### src/rtl/id_ex_operand_stage.sv
`default_nettype none
// +----------------------------------------------------------------------------+
// | id_ex_operand_stage: ID/EX register with EX/MEM and MEM/WB forwarding      |
// | feeding the ALU operands; supports stall (hold) and flush (bubble).        |
// | Revision: 1.0                                                              |
// +----------------------------------------------------------------------------+
module id_ex_operand_stage #(
  parameter int DATA_W = 32,
  parameter int REG_AW = 5,
  parameter int OP_W   = 4
) (
  input  logic              clk,
  input  logic              rst,
  input  logic              stall,
  input  logic              flush,
  input  logic              id_valid,
  input  logic [REG_AW-1:0] id_rs_addr,
  input  logic [REG_AW-1:0] id_rt_addr,
  input  logic [REG_AW-1:0] id_rd_addr,
  input  logic [DATA_W-1:0] id_rs_data,
  input  logic [DATA_W-1:0] id_rt_data,
  input  logic [DATA_W-1:0] id_imm,
  input  logic [4:0]        id_shamt,
  input  logic [OP_W-1:0]   id_alu_op,
  input  logic              id_alu_src_imm,
  input  logic              id_use_shamt,
  input  logic              id_reg_write,
  input  logic              mem_reg_write,
  input  logic [REG_AW-1:0] mem_rd,
  input  logic [DATA_W-1:0] mem_result,
  input  logic              wb_reg_write,
  input  logic [REG_AW-1:0] wb_rd,
  input  logic [DATA_W-1:0] wb_data,
  output logic [DATA_W-1:0] ex_in1,
  output logic [DATA_W-1:0] ex_in2,
  output logic [OP_W-1:0]   ex_op,
  output logic [DATA_W-1:0] ex_store_data,
  output logic [REG_AW-1:0] ex_rd,
  output logic              ex_reg_write,
  output logic              ex_valid
);

  localparam logic [OP_W-1:0]   c_alu_add = '0;
  localparam logic [REG_AW-1:0] c_reg_zero = '0;

  logic              valid_q,       valid_d;
  logic [REG_AW-1:0] rs_addr_q,     rs_addr_d;
  logic [REG_AW-1:0] rt_addr_q,     rt_addr_d;
  logic [REG_AW-1:0] rd_addr_q,     rd_addr_d;
  logic [DATA_W-1:0] rs_data_q,     rs_data_d;
  logic [DATA_W-1:0] rt_data_q,     rt_data_d;
  logic [DATA_W-1:0] imm_q,         imm_d;
  logic [4:0]        shamt_q,       shamt_d;
  logic [OP_W-1:0]   alu_op_q,      alu_op_d;
  logic              alu_src_imm_q, alu_src_imm_d;
  logic              use_shamt_q,   use_shamt_d;
  logic              reg_write_q,   reg_write_d;

  logic [DATA_W-1:0] fwd_rs;
  logic [DATA_W-1:0] fwd_rt;

  always_comb begin
    valid_d       = valid_q;
    rs_addr_d     = rs_addr_q;
    rt_addr_d     = rt_addr_q;
    rd_addr_d     = rd_addr_q;
    rs_data_d     = rs_data_q;
    rt_data_d     = rt_data_q;
    imm_d         = imm_q;
    shamt_d       = shamt_q;
    alu_op_d      = alu_op_q;
    alu_src_imm_d = alu_src_imm_q;
    use_shamt_d   = use_shamt_q;
    reg_write_d   = reg_write_q;

    if (flush) begin
      valid_d       = 1'b0;
      rs_addr_d     = '0;
      rt_addr_d     = '0;
      rd_addr_d     = '0;
      rs_data_d     = '0;
      rt_data_d     = '0;
      imm_d         = '0;
      shamt_d       = '0;
      alu_op_d      = c_alu_add;
      alu_src_imm_d = 1'b0;
      use_shamt_d   = 1'b0;
      reg_write_d   = 1'b0;
    end else if (stall) begin
      // A write-back retiring while we are held would otherwise be missed,
      // since it leaves the forwarding window before the stall releases.
      if (wb_reg_write && (wb_rd != c_reg_zero) && (wb_rd == rs_addr_q))
        rs_data_d = wb_data;
      if (wb_reg_write && (wb_rd != c_reg_zero) && (wb_rd == rt_addr_q))
        rt_data_d = wb_data;
    end else begin
      valid_d       = id_valid;
      rs_addr_d     = id_rs_addr;
      rt_addr_d     = id_rt_addr;
      rd_addr_d     = id_rd_addr;
      rs_data_d     = id_rs_data;
      rt_data_d     = id_rt_data;
      imm_d         = id_imm;
      shamt_d       = id_shamt;
      alu_op_d      = id_alu_op;
      alu_src_imm_d = id_alu_src_imm;
      use_shamt_d   = id_use_shamt;
      reg_write_d   = id_reg_write;
    end
  end

  always_ff @(posedge clk or posedge rst) begin
    if (rst) begin
      valid_q       <= 1'b0;
      rs_addr_q     <= '0;
      rt_addr_q     <= '0;
      rd_addr_q     <= '0;
      rs_data_q     <= '0;
      rt_data_q     <= '0;
      imm_q         <= '0;
      shamt_q       <= '0;
      alu_op_q      <= c_alu_add;
      alu_src_imm_q <= 1'b0;
      use_shamt_q   <= 1'b0;
      reg_write_q   <= 1'b0;
    end else begin
      valid_q       <= valid_d;
      rs_addr_q     <= rs_addr_d;
      rt_addr_q     <= rt_addr_d;
      rd_addr_q     <= rd_addr_d;
      rs_data_q     <= rs_data_d;
      rt_data_q     <= rt_data_d;
      imm_q         <= imm_d;
      shamt_q       <= shamt_d;
      alu_op_q      <= alu_op_d;
      alu_src_imm_q <= alu_src_imm_d;
      use_shamt_q   <= use_shamt_d;
      reg_write_q   <= reg_write_d;
    end
  end

  // EX/MEM is younger than MEM/WB, so it wins when both target the same register.
  always_comb begin
    fwd_rs = rs_data_q;
    if (mem_reg_write && (mem_rd == rs_addr_q) && (rs_addr_q != c_reg_zero))
      fwd_rs = mem_result;
    else if (wb_reg_write && (wb_rd == rs_addr_q) && (rs_addr_q != c_reg_zero))
      fwd_rs = wb_data;
  end

  always_comb begin
    fwd_rt = rt_data_q;
    if (mem_reg_write && (mem_rd == rt_addr_q) && (rt_addr_q != c_reg_zero))
      fwd_rt = mem_result;
    else if (wb_reg_write && (wb_rd == rt_addr_q) && (rt_addr_q != c_reg_zero))
      fwd_rt = wb_data;
  end

  assign ex_in1        = use_shamt_q ? {{(DATA_W-5){1'b0}}, shamt_q} : fwd_rs;
  assign ex_in2        = alu_src_imm_q ? imm_q : fwd_rt;
  assign ex_store_data = fwd_rt;
  assign ex_op         = alu_op_q;
  assign ex_rd         = rd_addr_q;
  assign ex_reg_write  = reg_write_q & valid_q;
  assign ex_valid      = valid_q;

endmodule
`default_nettype wire

### config.mk
export PLATFORM = sky130hd
export DESIGN_NAME = id_ex_operand_stage
export DESIGN_NICKNAME = d
export VERILOG_FILES = /design/src/rtl/id_ex_operand_stage.sv
export SDC_FILE = /design/constraint.sdc
export NUM_CORES = 1
export LEC_CHECK = 0
export ABC_AREA = 1
export CAP_MARGIN = 10
export CORE_ASPECT_RATIO = 1.2
export CORE_MARGIN = 2
export CORE_UTILIZATION = 40
export DETAILED_ROUTE_END_ITERATION = 8
export PLACE_DENSITY = 0.78
export REMOVE_ABC_BUFFERS = 1
export SYNTH_ARGS = -nofsm -noshare
export SYNTH_HDL_FRONTEND = slang
export SYNTH_SLANG_ARGS = --single-unit
### constraint.sdc
create_clock -name clk -period 4.8 [get_ports clk]
set_input_delay 1.2 -clock clk [delete_from_list [all_inputs] [get_ports clk]]
set_output_delay 1.2 -clock clk [all_outputs]
set_load 0.03 [all_outputs]
After elaboration in Yosys (flattened, before gate mapping)
Cells that the tools add are included.
W data, S select, Z words.
{"block": "word_totals", "mem_bits_rw": 0, "input_bits": 204, "wordCells": 66, "latch_bits": 0, "n_memories": 0, "regBits": 124, "output_inout_bits": 107, "romBits": 0}
{"block": "classes", "div": 0, "eq_ne": 7, "add_sub_neg": 0, "n_lt_le_gt_ge": 0, "bitwise": 1, "mux": 32, "n_reduce_logical": 14, "n_mul": 0, "n_shift": 0}
{"operator": "$mux W32", "count": 14}
{"operator": "$mux W5", "count": 8}
{"operator": "$eq A5 B5 Y1", "count": 4}
{"operator": "$reduce_bool A5 Y1", "count": 3}
{"operator": "$logic_and A1 B1 Y1", "count": 11}
{"operator": "$mux W1", "count": 8}
{"operator": "$mux W4", "count": 2}
{"operator": "$ne A3 B1 Y1 const B", "count": 2}
{"operator": "$ne A2 B1 Y1 const B", "count": 1}
{"operator": "$and A1 B1 Y1", "count": 1}

Depth between registers and ports, before layout
{"block": "logic_depth", "word_depth": 6, "mapped_depth": 11, "depth_no_buf": 10}

Least setup slack after synthesis
OpenSTA, ideal clock, no wires.
{"block": "synth_timing", "path_kind": "input-to-output", "from": "in mem_rd[3]", "to": "out ex_in2[10]", "cell_stages": 9, "n_path_buf": 1, "slack_ns": 1.353, "t_arrival_ns": 2.247, "cell_sequence": "or2_0 -> nand3_1 -> nor2_1 -> nand2_1 -> inv_1 -> buf_2 -> nand2_1 -> nand3_1 -> nand2_1"}
{"block": "synth_via", "elab_chain_len": 5}
{"element": "start: declaration", "line": "29", "source": "input logic [REG_AW-1:0] mem_rd,"}
{"element": "$eq A5 B5 Y1", "line": "153", "source": "if (mem_reg_write && (mem_rd == rt_addr_q) && (rt_addr_q != c_reg_zero))"}
{"element": "$logic_and A1 B1 Y1 (2 in series)", "line": "153"}
{"element": "$mux W32", "line": "153"}
{"element": "$mux W32", "line": "160", "source": "assign ex_in2 = alu_src_imm_q ? imm_q : fwd_rt;"}
{"element": "end: declaration", "line": "35", "source": "output logic [DATA_W-1:0] ex_in2,"}
No other way between the ends.

Final worst setup path
{"block": "layout_timing", "from": "in wb_rd[1]", "to": "out ex_in1[15]"}
{"block": "layout_via", "elab_chain_len": 6}
{"element": "start: declaration", "line": "32", "source": "input logic [REG_AW-1:0] wb_rd,"}
{"element": "$eq A5 B5 Y1", "line": "147", "source": "else if (wb_reg_write && (wb_rd == rs_addr_q) && (rs_addr_q != c_reg_zero))"}
{"element": "$logic_and A1 B1 Y1 (2 in series)", "line": "147"}
{"element": "$mux W32", "line": "147"}
{"element": "$mux W32", "line": "145", "source": "if (mem_reg_write && (mem_rd == rs_addr_q) && (rs_addr_q != c_reg_zero))"}
{"element": "$mux W32", "line": "159", "source": "assign ex_in1 = use_shamt_q ? {{(DATA_W-5){1'b0}}, shamt_q} : fwd_rs;"}
{"element": "end: declaration", "line": "34", "source": "output logic [DATA_W-1:0] ex_in1,"}
No other way between the ends.

==> flow_metrics.env <==
export IMPL_pwr_share_clk=0.384
export IMPL_worst_slew_pin_transition_ns=0.8952
export IMPL_cts_root_buf="clkbuf_16"
export IMPL_seqPwrFrac=0.317
export IMPL_synth_seq_cells=124
export IMPL_antenna_cells=0
export IMPL_period_minus_slack_ns=4.688
export IMPL_synth_seq_area_share=0.3881
export IMPL_crit_chain="clkdlybuf4s50_1 > inv_1 > nand2_1 > nand4_1 > nor2_4 > buf_4 > nand4_1 > nand3_1 > nand2_1 > inv_1 > clkdlybuf4s50_1"
export IMPL_clkSinkCount=124
export IMPL_hp_class="reg2reg"
export IMPL_postPlaceCellArea_mm2=0.01135
export IMPL_path_delay_family="buffers and inverters"
export IMPL_cp_num_buf_inv=5
export IMPL_pwr_share_comb=0.299
export IMPL_vdd_ir_drop_max_v=0.0002306
export IMPL_clock_skew_final_ns=0.008341
export IMPL_place_congestion=0.8724
export IMPL_reg2reg_from="rt_addr_q[1]"
export IMPL_syn_to_final_growth_pct=50.66
export IMPL_ant_nets=0
export IMPL_dp_hpwl_mm=20.96
export IMPL_grt_pass1_wl_mm=47.22
export IMPL_max_stage_delay_ns=0.66
export IMPL_io_pins=311
export IMPL_worst_path_max_delay_cell="clkdlybuf4s50_1"
export IMPL_drc_errors=0
export IMPL_regArea_mm2=0.003103
export IMPL_cts_buffer_depth=2
export IMPL_period_share=0.9766
export IMPL_portBuffers=310
export IMPL_grt_antenna_before_repair=1
export IMPL_arrival_ns=3.49
export IMPL_start_util=0.4090
export IMPL_status="finished, final reports clean"
export IMPL_clk_latency_ns=0.42
export IMPL_fin_nets=1624
export IMPL_stdcell_count=1693
export IMPL_required_ns=3.60
export IMPL_startpoint="wb_rd[1]"
export IMPL_drv_slew=0
export IMPL_endpoint="ex_in1[15]"
export IMPL_fmax_mhz=213.3
export IMPL_grt_max_degree=65
export IMPL_syn_area_mm2=0.007995
export IMPL_drive_gt1_frac=0.06774
export IMPL_h_tree_depth=4
export IMPL_power_density_mw_per_mm2=308.7
export IMPL_p_int_mw=2.558
export IMPL_fill_cells=1741
export IMPL_vias=9079
export IMPL_rrSetupSlack_ns=2.65
export IMPL_die_w_um=133.1
export IMPL_netlist_instances=1141
export IMPL_power_mw=3.719
export IMPL_post_drt_wl_per_cell_um=17.65
export IMPL_overflow=0
export IMPL_via_per_inst=5.363
export IMPL_hold_violations=0
export IMPL_first_pass_iters=5
export IMPL_switching_share=0.3121
export IMPL_ys_warn_count=0
export IMPL_core_mm2=0.01955
export IMPL_grt_pass1_vias=9022
export IMPL_postSynthAreaPerCell_um2=7.007
export IMPL_fin_ws_ns=0.1121
export IMPL_p_leak_nw=5.925
export IMPL_critPathCaptureType="primary output"
export IMPL_num_rows=56
export IMPL_die_area_mm2=0.02114
export IMPL_dp_slack_ns=0.1131
export IMPL_p_sw_mw=1.161
export IMPL_dp_cells=1662
export IMPL_timing_rr_end="rt_data_q[31]"
export IMPL_fin_util=0.6162
export IMPL_setup_violations=0
export IMPL_multi_input_area_mm2=0.003940
export IMPL_maxCapViolations=0
export IMPL_wirelength_mm=29.87
export IMPL_numCtsBuffers=17
export IMPL_worst_r2r_path_depth=9
export IMPL_grt_usage=0.2831
export IMPL_cts_tree="yes"
export IMPL_path_class="in2out"
export IMPL_clk_pin_slew_worst_paths_ns=0.05
export IMPL_dieHeight_um=158.9
export IMPL_critPathLaunchType="input pin"
export IMPL_crit_cells=11
export IMPL_drtIter0Drc=596
export IMPL_worst_path_max_fanout=17
export IMPL_cts_setup_buffers=0
export IMPL_slew_headroom=0.4018
export IMPL_design_area_mm2=0.01205
export IMPL_synth_cell_types=29
## how the worst min path moves through the flow
stage | startpoint | endpoint | cells past startpoint
finish | imm_q[28] | imm_q[28] | 2
floorplan | imm_q[0] | imm_q[0] | 2
CTS | imm_q[28] | imm_q[28] | 2
global route | ex_op[0] | ex_op[0] | 1
global placement | imm_q[4] | imm_q[4] | 2
detailed placement | imm_q[28] | imm_q[28] | 2
## synthesized netlist by cell type
master / n / share of area
and2_1: 32 / 0.025
a22o_1: 15 / 0.016
o22ai_1: 4 / 0.0031
nand3_1: 134 / 0.084
buf_1: 3 / 0.0014
nand2_1: 269 / 0.13
nor2_4: 3 / 0.0042
a22oi_1: 64 / 0.060
nand4_1: 34 / 0.027
nand3_4: 1 / 0.0022
inv_1: 145 / 0.068
a21oi_2: 9 / 0.0099
xnor2_1: 8 / 0.0088
nand2_4: 2 / 0.0028
buf_4: 8 / 0.0075
or2_0: 2 / 0.0016
inv_2: 8 / 0.0038
clkbuf_1: 29 / 0.014
nor2_1: 71 / 0.033
buf_6: 2 / 0.0028
a21oi_1: 56 / 0.035
dfrtp_1: 124 / 0.39
o21ai_1: 5 / 0.0031
or2_2: 1 / 0.00078
o21ai_0: 69 / 0.043
buf_2: 39 / 0.024
xor2_1: 2 / 0.0022
nand2_2: 1 / 0.00078
o211ai_1: 1 / 0.00094
## per-stage QoR
| step | hold slack [ns] | TNS [ns] |
|---|---|---|
| detailed placement | 0.4727 | 0 |
| finish | 0.4831 | 0 |
| floorplan | 0.4529 | 0 |
| CTS | 0.4862 | 0 |
| global placement | 0.4660 | 0 |
| global route | 0.5085 | -0.00003730 |
## layout by cell type, fill, tap and decap left out, types with 2 or more instances in the layout
cell / instances
buf_12: 7
o22ai_1: 4
o21ai_0: 69
a22o_1: 15
nand4_1: 34
clkbuf_16: 17
nand3_1: 134
clkinv_2: 2
nand2_1: 267
dfrtp_1: 124
clkinvlp_4: 3
inv_2: 8
xor2_1: 2
and2_1: 32
o21ai_1: 5
or2_0: 2
a21oi_2: 8
nand2_4: 2
xnor2_1: 8
bufinv_16: 5
buf_4: 31
nand2_2: 3
clkbuf_8: 2
dlymetal6s2s_1: 18
a21oi_1: 56
nor2_4: 4
inv_1: 144
clkdlybuf4s50_1: 285
nor2_1: 70
a22oi_1: 64
## sequential cells by signal, indices dropped and copies added (netlist names)
register	cells
alu_src_imm_q	1
ex_op	4
ex_rd	5
ex_valid	1
imm_q	32
reg_write_q	1
rs_addr_q	5
rs_data_q	32
rt_addr_q	5
rt_data_q	32
shamt_q	5
use_shamt_q	1
## worst reg2reg max path: stages (launching register included)
cell and delay (ns):
dfrtp_1 0.39, inv_1 0.13, nand2_1 0.09, o21ai_0 0.21, inv_2 0.09, nand2_2 0.11
buf_4 0.25, nand2_4 0.44, nor2_1 0.23, a21oi_1 0.07
## metal layers
| metal | up-vias | wire, µm | track usage |
|---|---|---|---|
| met5 | - | 16 | 0 |
| met4 | 2 | 1321 | 0.1452 |
| met3 | 90 | 2390 | 0.06162 |
| met2 | 450 | 14610 | 0.4776 |
| met1 | 4248 | 11540 | 0.3373 |
| li1 | 4289 | - | - |
## power by group through the flow
stage | Combinational, mW | Clock (mW) | Sequential (mW)
finish | 1.11 | 1.43 | 1.18
floorplan | 0.563 | 0 | 1.20
global placement | 1.10 | 0 | 1.19
CTS | 1.12 | 1.44 | 1.18
detailed placement | 1.11 | 0 | 1.19
global route | 1.20 | 1.50 | 1.19
## final cells by class
cell class | count | share of cell area
Clock buffer | 20 | 0.03791
Clock inverter | 11 | 0.01589
Inverter | 153 | 0.04789
Multi-Input combinational cell | 783 | 0.3271
Sequential cell | 124 | 0.2576
Tap cell | 261 | 0.02711
Timing Repair Buffer | 341 | 0.2865
## repair_timing
item	in CTS	in global routing
endpoints found under the setup margin	0	18
gates resized for setup	0	18
hold buffers	0	0
## cell families after synthesis
kind of cell	Yosys count	share of synthesized area
xor gates and xnor gates	10	0.01096
and+or+nand+nor	550	0.3075
buffers and inverters	234	0.1216
DFF	124	0.3881
AOI/OAI and AO/OA	223	0.1718
(Power assumes the default switching activity.)
